--- config.mk ---
export PLATFORM = sky130hd
export DESIGN_NAME = uart_param_xcvr
export DESIGN_NICKNAME = d
export VERILOG_FILES = /design/src/rtl/uart_pkg.sv /design/src/rtl/uart_rx_fifo.sv /design/src/rtl/uart_param_xcvr.sv
export SDC_FILE = /design/constraint.sdc
export NUM_CORES = 1
export LEC_CHECK = 0
export CORE_MARGIN = 1.5
export CORE_UTILIZATION = 53
export DETAILED_ROUTE_END_ITERATION = 12
export PLACE_DENSITY = 0.77
export SYNTH_ARGS = -nofsm -noshare
export SYNTH_HDL_FRONTEND = slang
export SYNTH_HIERARCHICAL = 1
export SYNTH_SLANG_ARGS = --single-unit
--- constraint.sdc ---
create_clock -name i_clk -period 1.7 [get_ports i_clk]
set_input_delay 0.255 -clock i_clk [delete_from_list [all_inputs] [get_ports i_clk]]
set_output_delay 0.255 -clock i_clk [all_outputs]
set_load 0.01 [all_outputs]
--- src/rtl/uart_pkg.sv ---
// uart_pkg: FSM state types and helpers shared by the uart_param_xcvr files.
// Parity states exist only when UART_PARITY_EN is defined.
package uart_pkg;

  typedef enum logic [2:0] {
    TX_IDLE,
    TX_START,
    TX_DATA,
`ifdef UART_PARITY_EN
    TX_PARITY,
`endif
    TX_STOP
  } tx_state_t;

  typedef enum logic [2:0] {
    RX_IDLE,
    RX_START,
    RX_DATA,
`ifdef UART_PARITY_EN
    RX_PARITY,
`endif
    RX_STOP,
    RX_WAIT_HIGH
  } rx_state_t;

  function automatic int clog2(input int v);
    int r;
    r = 0;
    for (int i = 0; i < 31; i++)
      if ((1 << i) < v) r = i + 1;
    return r;
  endfunction

  // Returns the parity bit for a word: even when odd=0, odd when odd=1.
  function automatic logic parity(input logic [8:0] d,
                                  input logic odd);
    return (^d) ^ odd;
  endfunction

endpackage

--- src/rtl/uart_rx_fifo.sv ---
// uart_rx_fifo: first-word fall-through receive FIFO with sticky overrun.
// A pop in the same cycle as a push frees the slot the push needs.
module uart_rx_fifo
  import uart_pkg::*;
#(
  parameter int DATA_W     = 8,
  parameter int FIFO_DEPTH = 4
) (
  input  logic              i_clk,
  input  logic              i_rst_n,
  input  logic              i_push,
  input  logic [DATA_W-1:0] i_data,
  input  logic              i_pop,
  input  logic              i_err_clr,
  output logic [DATA_W-1:0] o_data,
  output logic              o_full,
  output logic              o_empty,
  output logic              o_overrun
);

  localparam int AW = clog2(FIFO_DEPTH);

  logic [DATA_W-1:0] r_mem [FIFO_DEPTH];
  logic [AW:0]       r_wr;
  logic [AW:0]       r_rd;
  logic              r_ovr;
  logic              w_pop;
  logic              w_push;
  logic              w_drop;

  assign o_empty = (r_wr == r_rd);
  assign o_full  = (r_wr[AW] != r_rd[AW]) &&
                   (r_wr[AW-1:0] == r_rd[AW-1:0]);
  assign w_pop   = i_pop && !o_empty;
  assign w_push  = i_push && (!o_full || w_pop);
  assign w_drop  = i_push && o_full && !w_pop;
  assign o_data  = o_empty ? '0 : r_mem[r_rd[AW-1:0]];
  assign o_overrun = r_ovr;

  // Read/write pointers; the extra MSB tells full from empty.
  always_ff @(posedge i_clk or negedge i_rst_n) begin
    if (!i_rst_n) begin
      r_wr <= '0;
      r_rd <= '0;
    end else begin
      if (w_pop)  r_rd <= r_rd + 1'b1;
      if (w_push) r_wr <= r_wr + 1'b1;
    end
  end

  // Storage; output is masked while empty so no reset is needed here.
  always_ff @(posedge i_clk) begin
    if (w_push) r_mem[r_wr[AW-1:0]] <= i_data;
  end

  // Sticky overrun; a drop in the clear cycle keeps the flag set.
  always_ff @(posedge i_clk or negedge i_rst_n) begin
    if (!i_rst_n)       r_ovr <= 1'b0;
    else if (w_drop)    r_ovr <= 1'b1;
    else if (i_err_clr) r_ovr <= 1'b0;
  end

endmodule

--- src/rtl/uart_param_xcvr.sv ---
// uart_param_xcvr: full-duplex UART, shift-register TX, oversampled RX + FIFO.
// Optional parity bit enabled by defining UART_PARITY_EN.
module uart_param_xcvr
  import uart_pkg::*;
#(
  parameter int BAUD_DIV   = 16,
  parameter int DATA_W     = 8,
  parameter int STOP_BITS  = 1,
  parameter int FIFO_DEPTH = 4,
  parameter int PARITY_ODD = 0
) (
  input  logic              i_clk,
  input  logic              i_rst_n,
  input  logic [DATA_W-1:0] i_data_in,
  input  logic              i_wr_en,
  output logic              o_tx,
  output logic              o_tx_busy,
  input  logic              i_rx,
  input  logic              i_rd_en,
  output logic [DATA_W-1:0] o_data_out,
  output logic              o_ready,
  output logic              o_overrun,
  output logic              o_frame_err,
  output logic              o_parity_err,
  input  logic              i_err_clr
);

  localparam int CW = clog2(BAUD_DIV * STOP_BITS) + 1;
  localparam int BW = clog2(DATA_W) + 1;
  localparam logic [CW-1:0] BIT_END  = CW'(BAUD_DIV - 1);
  localparam logic [CW-1:0] STOP_END = CW'(BAUD_DIV * STOP_BITS - 1);
  localparam logic [CW-1:0] MID      = CW'(BAUD_DIV / 2 - 1);
  localparam logic [BW-1:0] LAST     = BW'(DATA_W - 1);

  tx_state_t         r_tx_st;
  logic [CW-1:0]     r_tcnt;
  logic [BW-1:0]     r_tbit;
  logic [DATA_W-1:0] r_tsh;
  logic              r_tx;
  logic              r_busy;

  rx_state_t         r_rx_st;
  logic              r_s1;
  logic              r_s2;
  logic [CW-1:0]     r_rcnt;
  logic [BW-1:0]     r_rbit;
  logic [DATA_W-1:0] r_rsh;
  logic              r_fe;
  logic              w_push;
  logic              w_full;
  logic              w_empty;

`ifdef UART_PARITY_EN
  logic              r_tpar;
  logic              r_pe;
  assign o_parity_err = r_pe;
`else
  assign o_parity_err = 1'b0;
`endif

  assign o_tx        = r_tx;
  assign o_tx_busy   = r_busy;
  assign o_frame_err = r_fe;
  assign o_ready     = !w_empty;

  // A good frame is pushed on its stop-bit mid-sample cycle.
  assign w_push = (r_rx_st == RX_STOP) &&
                  (r_rcnt == BIT_END) && r_s2;

  // TX FSM: each bit holds for BAUD_DIV cycles, stop for STOP_BITS of them.
  always_ff @(posedge i_clk or negedge i_rst_n) begin
    if (!i_rst_n) begin
      r_tx_st <= TX_IDLE;
      r_tcnt  <= '0;
      r_tbit  <= '0;
      r_tsh   <= '0;
      r_tx    <= 1'b1;
      r_busy  <= 1'b0;
`ifdef UART_PARITY_EN
      r_tpar  <= 1'b0;
`endif
    end else begin
      unique case (r_tx_st)
        TX_IDLE: begin
          if (i_wr_en) begin
            r_tsh   <= i_data_in;
`ifdef UART_PARITY_EN
            r_tpar  <= parity(9'(i_data_in), 1'(PARITY_ODD));
`endif
            r_tcnt  <= '0;
            r_tx    <= 1'b0;
            r_busy  <= 1'b1;
            r_tx_st <= TX_START;
          end
        end
        TX_START: begin
          if (r_tcnt == BIT_END) begin
            r_tcnt  <= '0;
            r_tbit  <= '0;
            r_tx    <= r_tsh[0];
            r_tsh   <= r_tsh >> 1;
            r_tx_st <= TX_DATA;
          end else r_tcnt <= r_tcnt + 1'b1;
        end
        TX_DATA: begin
          if (r_tcnt == BIT_END) begin
            r_tcnt <= '0;
            if (r_tbit == LAST) begin
`ifdef UART_PARITY_EN
              r_tx    <= r_tpar;
              r_tx_st <= TX_PARITY;
`else
              r_tx    <= 1'b1;
              r_tx_st <= TX_STOP;
`endif
            end else begin
              r_tbit <= r_tbit + 1'b1;
              r_tx   <= r_tsh[0];
              r_tsh  <= r_tsh >> 1;
            end
          end else r_tcnt <= r_tcnt + 1'b1;
        end
`ifdef UART_PARITY_EN
        TX_PARITY: begin
          if (r_tcnt == BIT_END) begin
            r_tcnt  <= '0;
            r_tx    <= 1'b1;
            r_tx_st <= TX_STOP;
          end else r_tcnt <= r_tcnt + 1'b1;
        end
`endif
        TX_STOP: begin
          if (r_tcnt == STOP_END) begin
            r_tcnt  <= '0;
            r_busy  <= 1'b0;
            r_tx_st <= TX_IDLE;
          end else r_tcnt <= r_tcnt + 1'b1;
        end
        default: r_tx_st <= TX_IDLE;
      endcase
    end
  end

  // Two-flop synchroniser; idles high so reset never looks like a start bit.
  always_ff @(posedge i_clk or negedge i_rst_n) begin
    if (!i_rst_n) begin
      r_s1 <= 1'b1;
      r_s2 <= 1'b1;
    end else begin
      r_s1 <= i_rx;
      r_s2 <= r_s1;
    end
  end

  // RX FSM: detection cycle counts as tick 0, so samples land mid-bit.
  always_ff @(posedge i_clk or negedge i_rst_n) begin
    if (!i_rst_n) begin
      r_rx_st <= RX_IDLE;
      r_rcnt  <= '0;
      r_rbit  <= '0;
      r_rsh   <= '0;
      r_fe    <= 1'b0;
`ifdef UART_PARITY_EN
      r_pe    <= 1'b0;
`endif
    end else begin
      if (i_err_clr) begin
        r_fe <= 1'b0;
`ifdef UART_PARITY_EN
        r_pe <= 1'b0;
`endif
      end
      unique case (r_rx_st)
        RX_IDLE: begin
          if (!r_s2) begin
            r_rcnt  <= CW'(1);
            r_rx_st <= RX_START;
          end
        end
        RX_START: begin
          if (r_rcnt == MID) begin
            r_rcnt  <= '0;
            r_rbit  <= '0;
            r_rx_st <= r_s2 ? RX_IDLE : RX_DATA;
          end else r_rcnt <= r_rcnt + 1'b1;
        end
        RX_DATA: begin
          if (r_rcnt == BIT_END) begin
            r_rcnt <= '0;
            r_rsh  <= {r_s2, r_rsh[DATA_W-1:1]};
            if (r_rbit == LAST) begin
`ifdef UART_PARITY_EN
              r_rx_st <= RX_PARITY;
`else
              r_rx_st <= RX_STOP;
`endif
            end else r_rbit <= r_rbit + 1'b1;
          end else r_rcnt <= r_rcnt + 1'b1;
        end
`ifdef UART_PARITY_EN
        RX_PARITY: begin
          if (r_rcnt == BIT_END) begin
            r_rcnt  <= '0;
            r_rx_st <= RX_STOP;
            if (r_s2 != parity(9'(r_rsh), 1'(PARITY_ODD)))
              r_pe <= 1'b1;
          end else r_rcnt <= r_rcnt + 1'b1;
        end
`endif
        RX_STOP: begin
          if (r_rcnt == BIT_END) begin
            r_rcnt <= '0;
            if (r_s2) r_rx_st <= RX_IDLE;
            else begin
              r_fe    <= 1'b1;
              r_rx_st <= RX_WAIT_HIGH;
            end
          end else r_rcnt <= r_rcnt + 1'b1;
        end
        RX_WAIT_HIGH: begin
          if (r_s2) r_rx_st <= RX_IDLE;
        end
        default: r_rx_st <= RX_IDLE;
      endcase
    end
  end

  uart_rx_fifo #(
    .DATA_W    (DATA_W),
    .FIFO_DEPTH(FIFO_DEPTH)
  ) u_fifo (
    .i_clk    (i_clk),
    .i_rst_n  (i_rst_n),
    .i_push   (w_push),
    .i_data   (r_rsh),
    .i_pop    (i_rd_en),
    .i_err_clr(i_err_clr),
    .o_data   (o_data_out),
    .o_full   (w_full),
    .o_empty  (w_empty),
    .o_overrun(o_overrun)
  );

endmodule

-- After elaboration in Yosys (flattened, before gate mapping)
Memories as Yosys holds them, arrays and structs flattened.
Index checks and enable logic that the tools add are counted.
W data, S select, Z words.
- bits of input ports: 14
- RAM bits: 32
- word-level logic and storage cells: 135
- memories kept: 1
- bits in registers: 52
- multiplexer cells: 52
- reductions and logical operators: 32
- eq/ne operators: 28
- add/subtract/negate cells: 6
- memory list (name ; depth ; bits a word ; read ports ; clocked after memory_dff ; write ports ; RTL line ; text):
    u_fifo.r_mem ; 4 ; 8 ; 1 ; 0 ; 1 ; uart_rx_fifo.sv:23 ; logic [DATA_W-1:0] r_mem [FIFO_DEPTH];
- operators by type and width (operator ; count):
    $mux W8 ; 5
    $mux W3 ; 12
    $mux W5 ; 5
    $mux W4 ; 6
    $ne A2 B2 Y1 const B ; 12
    $pmux W8 S3 ; 1
    $pmux W4 S2 ; 2
    $pmux W3 S5 ; 1
    $pmux W5 S3 ; 1
    $mux W1 ; 14
    $eq A3 B2 Y1 const B ; 4
    $pmux W3 S4 ; 1
    $reduce_and A4 Y1 ; 3
    $add A5 B1 Y5 const B ; 2
    $eq A5 B4 Y1 const B ; 2
    $pmux W5 S2 ; 1
    $reduce_and A5 Y1 ; 2
    $reduce_bool A2 Y1 ; 5
    $add A4 B1 Y4 const B ; 2
    $eq A4 B3 Y1 const B ; 2
    $logic_and A1 B1 Y1 ; 7
    $add A3 B1 Y3 const B ; 2
    $eq A3 B1 Y1 const B ; 2
    $logic_not A3 Y1 ; 2
    17 further kinds ; 22

-- Logic depth before layout (Yosys ltp)
- word-level depth: 7
- gate-level depth with buffers: 7

-- By module
The synthesis kept the hierarchy.
- modules (own cells, without submodules) (module ; instances ; cells each ; area each (um^2)):
    uart_param_xcvr ; 1 ; 217 ; 2333.5
    uart_rx_fifo ; 1 ; 91 ; 1681.6

-- Worst setup path before layout
Ideal clock, no wire load.
- path type: flip-flop to flip-flop
- start: register r_rbit[0]
- end: register r_rbit[0]
- setup slack: -0.162 ns
- arrival time: 1.735 ns
- library setup time: 0.127 ns
- buffers on the path: 0
- required time: 1.573 ns
- cell stages (with the launch flop): 6
- path through: dfrtp_1 > ha_1 > and3b_1 > o32a_1 > or3_4 > mux2_1
- cells in the longest elaborated chain, start to end: 4
- elaborated cells between the ends (all ways): 7
- RTL lines (element ; RTL line ; text):
    start, declared ; uart_param_xcvr.sv:46 ; logic [BW-1:0] r_rbit;
    start signal, assigned ; uart_param_xcvr.sv:197 ; end else r_rbit <= r_rbit + 1'b1;
    $add A4 B1 Y4 ; uart_param_xcvr.sv:197 ;
    $mux W4 ; uart_param_xcvr.sv:191 ; if (r_rbit == LAST) begin
    $mux W4 ; uart_param_xcvr.sv:188 ; if (r_rcnt == BIT_END) begin
    $pmux W4 S2 ; uart_param_xcvr.sv:173 ; unique case (r_rx_st)
Several ways; a longest one is shown, not always the timed one. The select of a mux whose other input is x is not followed.
A chain may end at the register's enable or synchronous reset.

-- Worst setup path in the final report
- start: register u_fifo.r_rd[0]
- end: output port o_data_out[5]
- cells in the longest elaborated chain, start to end: 2
- elaborated cells between the ends (all ways): 3
- RTL lines (element ; RTL line ; text):
    start, declared ; uart_rx_fifo.sv:25 ; logic [AW:0] r_rd;
    start signal, assigned ; uart_rx_fifo.sv:46 ; if (w_pop) r_rd <= r_rd + 1'b1;
    $mem_v2 Z4 W8 or $eq A3 B3 Y1 (tied branches) ; -- ;
    $mux W8 * ; uart_rx_fifo.sv:37 ; assign o_data = o_empty ? '0 : r_mem[r_rd[AW-1:0]];
    end, declared ; uart_param_xcvr.sv:20 ; output logic [DATA_W-1:0] o_data_out,
Mark *: on every way between the ends. The rest lies on a longest branch, timed or not.

==> impl_results.md <==
- Power Internal: between 4 and 5 mW
- Synth Cell Area: about 4000 sq um
- # port buffers: 26
- Area of the core: roughly 7300 sq um
- RSZ-0062 raised after global routing: true
- Routed wire length: between 8000 and 9000 um
- Element type at the critical path end: primary output
- FP Rows: 31
- Final hold vios: 0
- Sequential power share: 38.2%
- Syn Nets: 336
- # fillers: roughly 500
- Worst-path maximum fanout: 6
- Clock skew: about 0.013 ns
- Total track usage: 20.4%
- CP max stage delay: about 0.48 ns
- Lkg Pwr: 2.27 nW
- Die width: roughly 90 um
- Tcrit/Tclk final: 120%
- Most common cell after layout, fill and taps aside: buf_4
- First-pass GRT wire length: between 10000 and 15000 um
- Final setup violating endpoints: 46
- Switch Pwr: between 1.5 and 2 mW
- Class of the worst hold path: primary input to flip-flop
- Area grow syn2layout: 32.5%
- Via/cell ratio: approximately 5.5
- Min cycle time layout: approximately 2.0 ns
- Peak supply drop: approximately 0.65 mV
- Num CTS Buffers: 9
- Crit-path cells: buf_12 -> buf_6 -> mux4_2 -> and2b_1 -> buf_2
- Residual DRC: 0
- Routability cong.: approximately 0.8
- Die Y: 90.0 um
- Antenna Cells: 0
- Gr ovfl total: 0
- Initial antenna violation count: 0
- Synth Warn #: 6
- Clock H-tree levels: 3
- Switching share of total power: between 20 and 30%
- Root Driver: clkbuf_8
- Logic pwr share: between 30 and 40%
- Clk buf depth: 2
- Post-Place Cells: 469
- Clock latency on the worst-skew pair: 0.34 ns
- Hpwl dp: between 5000 and 6000 um
- Drt pass-1 iters: 5
- Clk sinks: 83
- Slew Limit Fails: 0
- Avg Cell Area, Syn: approximately 13 sq um
- Vias in the first global route: around 2800
- Share of cells above drive strength 1: between 40% and 50%
- I/O pin cnt: 28
- CTS clk-pin slew, worst paths: about 0.08 ns
- Total of max-cap violations: 0
- Critical Path AT: about 1.8 ns
- Post-Synthesis Cells: 307
- PnR worst setup slack: -0.334 ns
- Commonest non-fill, non-tap cells in the layout: 57 x buf_4, 46 x dfrtp_1, 32 x edfxtp_1
- Routed wire per std cell: 15.9 um
- Nets@finish: 427
- CP max stage cell: mux4_2
- Worst R2R Setup Slack: -0.21 ns
- Clock Power Share: between 20% and 30%
- TritonCTS clock tree: built
- Failing checks: negative setup slack
- Initial Util: between 50% and 60%
- Final non-filler cell total: about 500
- Min Hold Slack: between 0.3 and 0.4 ns
- Largest net degree at the start of global routing: 38
- WS Path Type: flip-flop to primary output
- First DRT Iteration DRCs: about 120
- Vias: roughly 2700
- WP data required: between 1 and 1.5 ns
- Routed Antenna Nets: 0
- Die area: between 8000 and 9000 sq um
- Fmax: just under 0.5 GHz
- Status: finished with violations
- Startpoint class of the critical path: flip-flop
- Pwr dens: ~1200 nW/um^2
-- flip-flops by register name, summed over array words and instances, names as in the netlist --
signal            flops
o_tx                  1
r_rsh                 8
r_tx_st               2
r_s2                  1
u_fifo/r_mem         32
r_tbit                4
o_frame_err           1
r_tcnt                5
u_fifo/r_wr           3
r_rx_st               3
r_rbit                4
u_fifo/o_overrun      1
r_rcnt                5
u_fifo/r_rd           3
r_s1                  1
r_tsh                 8
o_tx_busy             1
-- layer usage --
metal / wire length [um] / global-route usage [%] / share of wire [%] / vias up
met5: 0 / 0 / 0 / -
met4: 138 / 8.86 / 1.7 / 0
met3: 244 / 3.81 / 3.0 / 14
met2: 4020 / 33.5 / 50 / 58
met1: 3610 / 26.8 / 45 / 1352
li1: - / - / - / 1320
-- area by class of cell --
class                      instances  area (sq um)  area share, %
inverter                          12          45.0          0.848
multi-input combinational        198          1870           35.3
clock buffer                      12           156           2.94
tap                               99           124           2.33
clock inverter                     4          73.8           1.39
sequential                        83          2240           42.2
timing repair buffer              94           796           15.0
-- through the flow --
step | power, mW | util [%] | instance area (sq um) | TNS (ns) | worst slack, ns
final | 6.16 | 72.9 | 5310 | -8.76 | -0.334
after global placement | 4.18 | 65.4 | 4770 | -5.12 | -0.260
after floorplan | 3.42 | - | 4060 | -0.600 | -0.134
after CTS | 5.93 | 70.1 | 5110 | -6.00 | -0.363
after global routing | 6.45 | 72.9 | 5310 | -11.12 | -0.421
after detailed placement | 4.24 | 65.4 | 4770 | -6.57 | -0.319
-- path summary, 6_finish.rpt --
kind,startpoint,end,cells past startpoint
worst min-delay path,i_rx,r_s1,1
worst min register to register,r_s1,r_s2,0
worst max-delay path,u_fifo/r_rd[0],o_data_out[5],5
worst max register to register,u_fifo/r_wr[2],u_fifo/r_mem[2][1],5
max in group asynchronous,i_rst_n,r_s1,3
min in group asynchronous,i_rst_n,r_tcnt[4],2
-- worst max-delay path, delay by kind of cell, from the launching register on --
| family | cells | cell delay [ns] |
|---|---|---|
| buffers and inverters | 3 | 0.36 |
| DFF | 1 | 0.43 |
| and+or+nand+nor | 1 | 0.17 |
| muxes | 1 | 0.48 |
-- power by group through the flow --
| stage | combinational (mW) | clock (mW) | sequential (mW) |
|---|---|---|---|
| final | 2.20 | 1.60 | 2.35 |
| after global routing | 2.38 | 1.71 | 2.37 |
| after CTS | 1.96 | 1.63 | 2.34 |
| after detailed placement | 1.87 | 0 | 2.37 |
| after global placement | 1.81 | 0 | 2.36 |
| after floorplan | 1.10 | 0 | 2.32 |
-- repair_timing --
item                                   in CTS  in global routing
setup endpoints to repair                  47                 71
resized for setup                          49                 35
hold buffers                                1                  0
setup buffers                              11                  6
pin swaps                                   8                 12
endpoints found under the hold margin      13                  0
No activity file was read; power rests on OpenSTA's default activity.
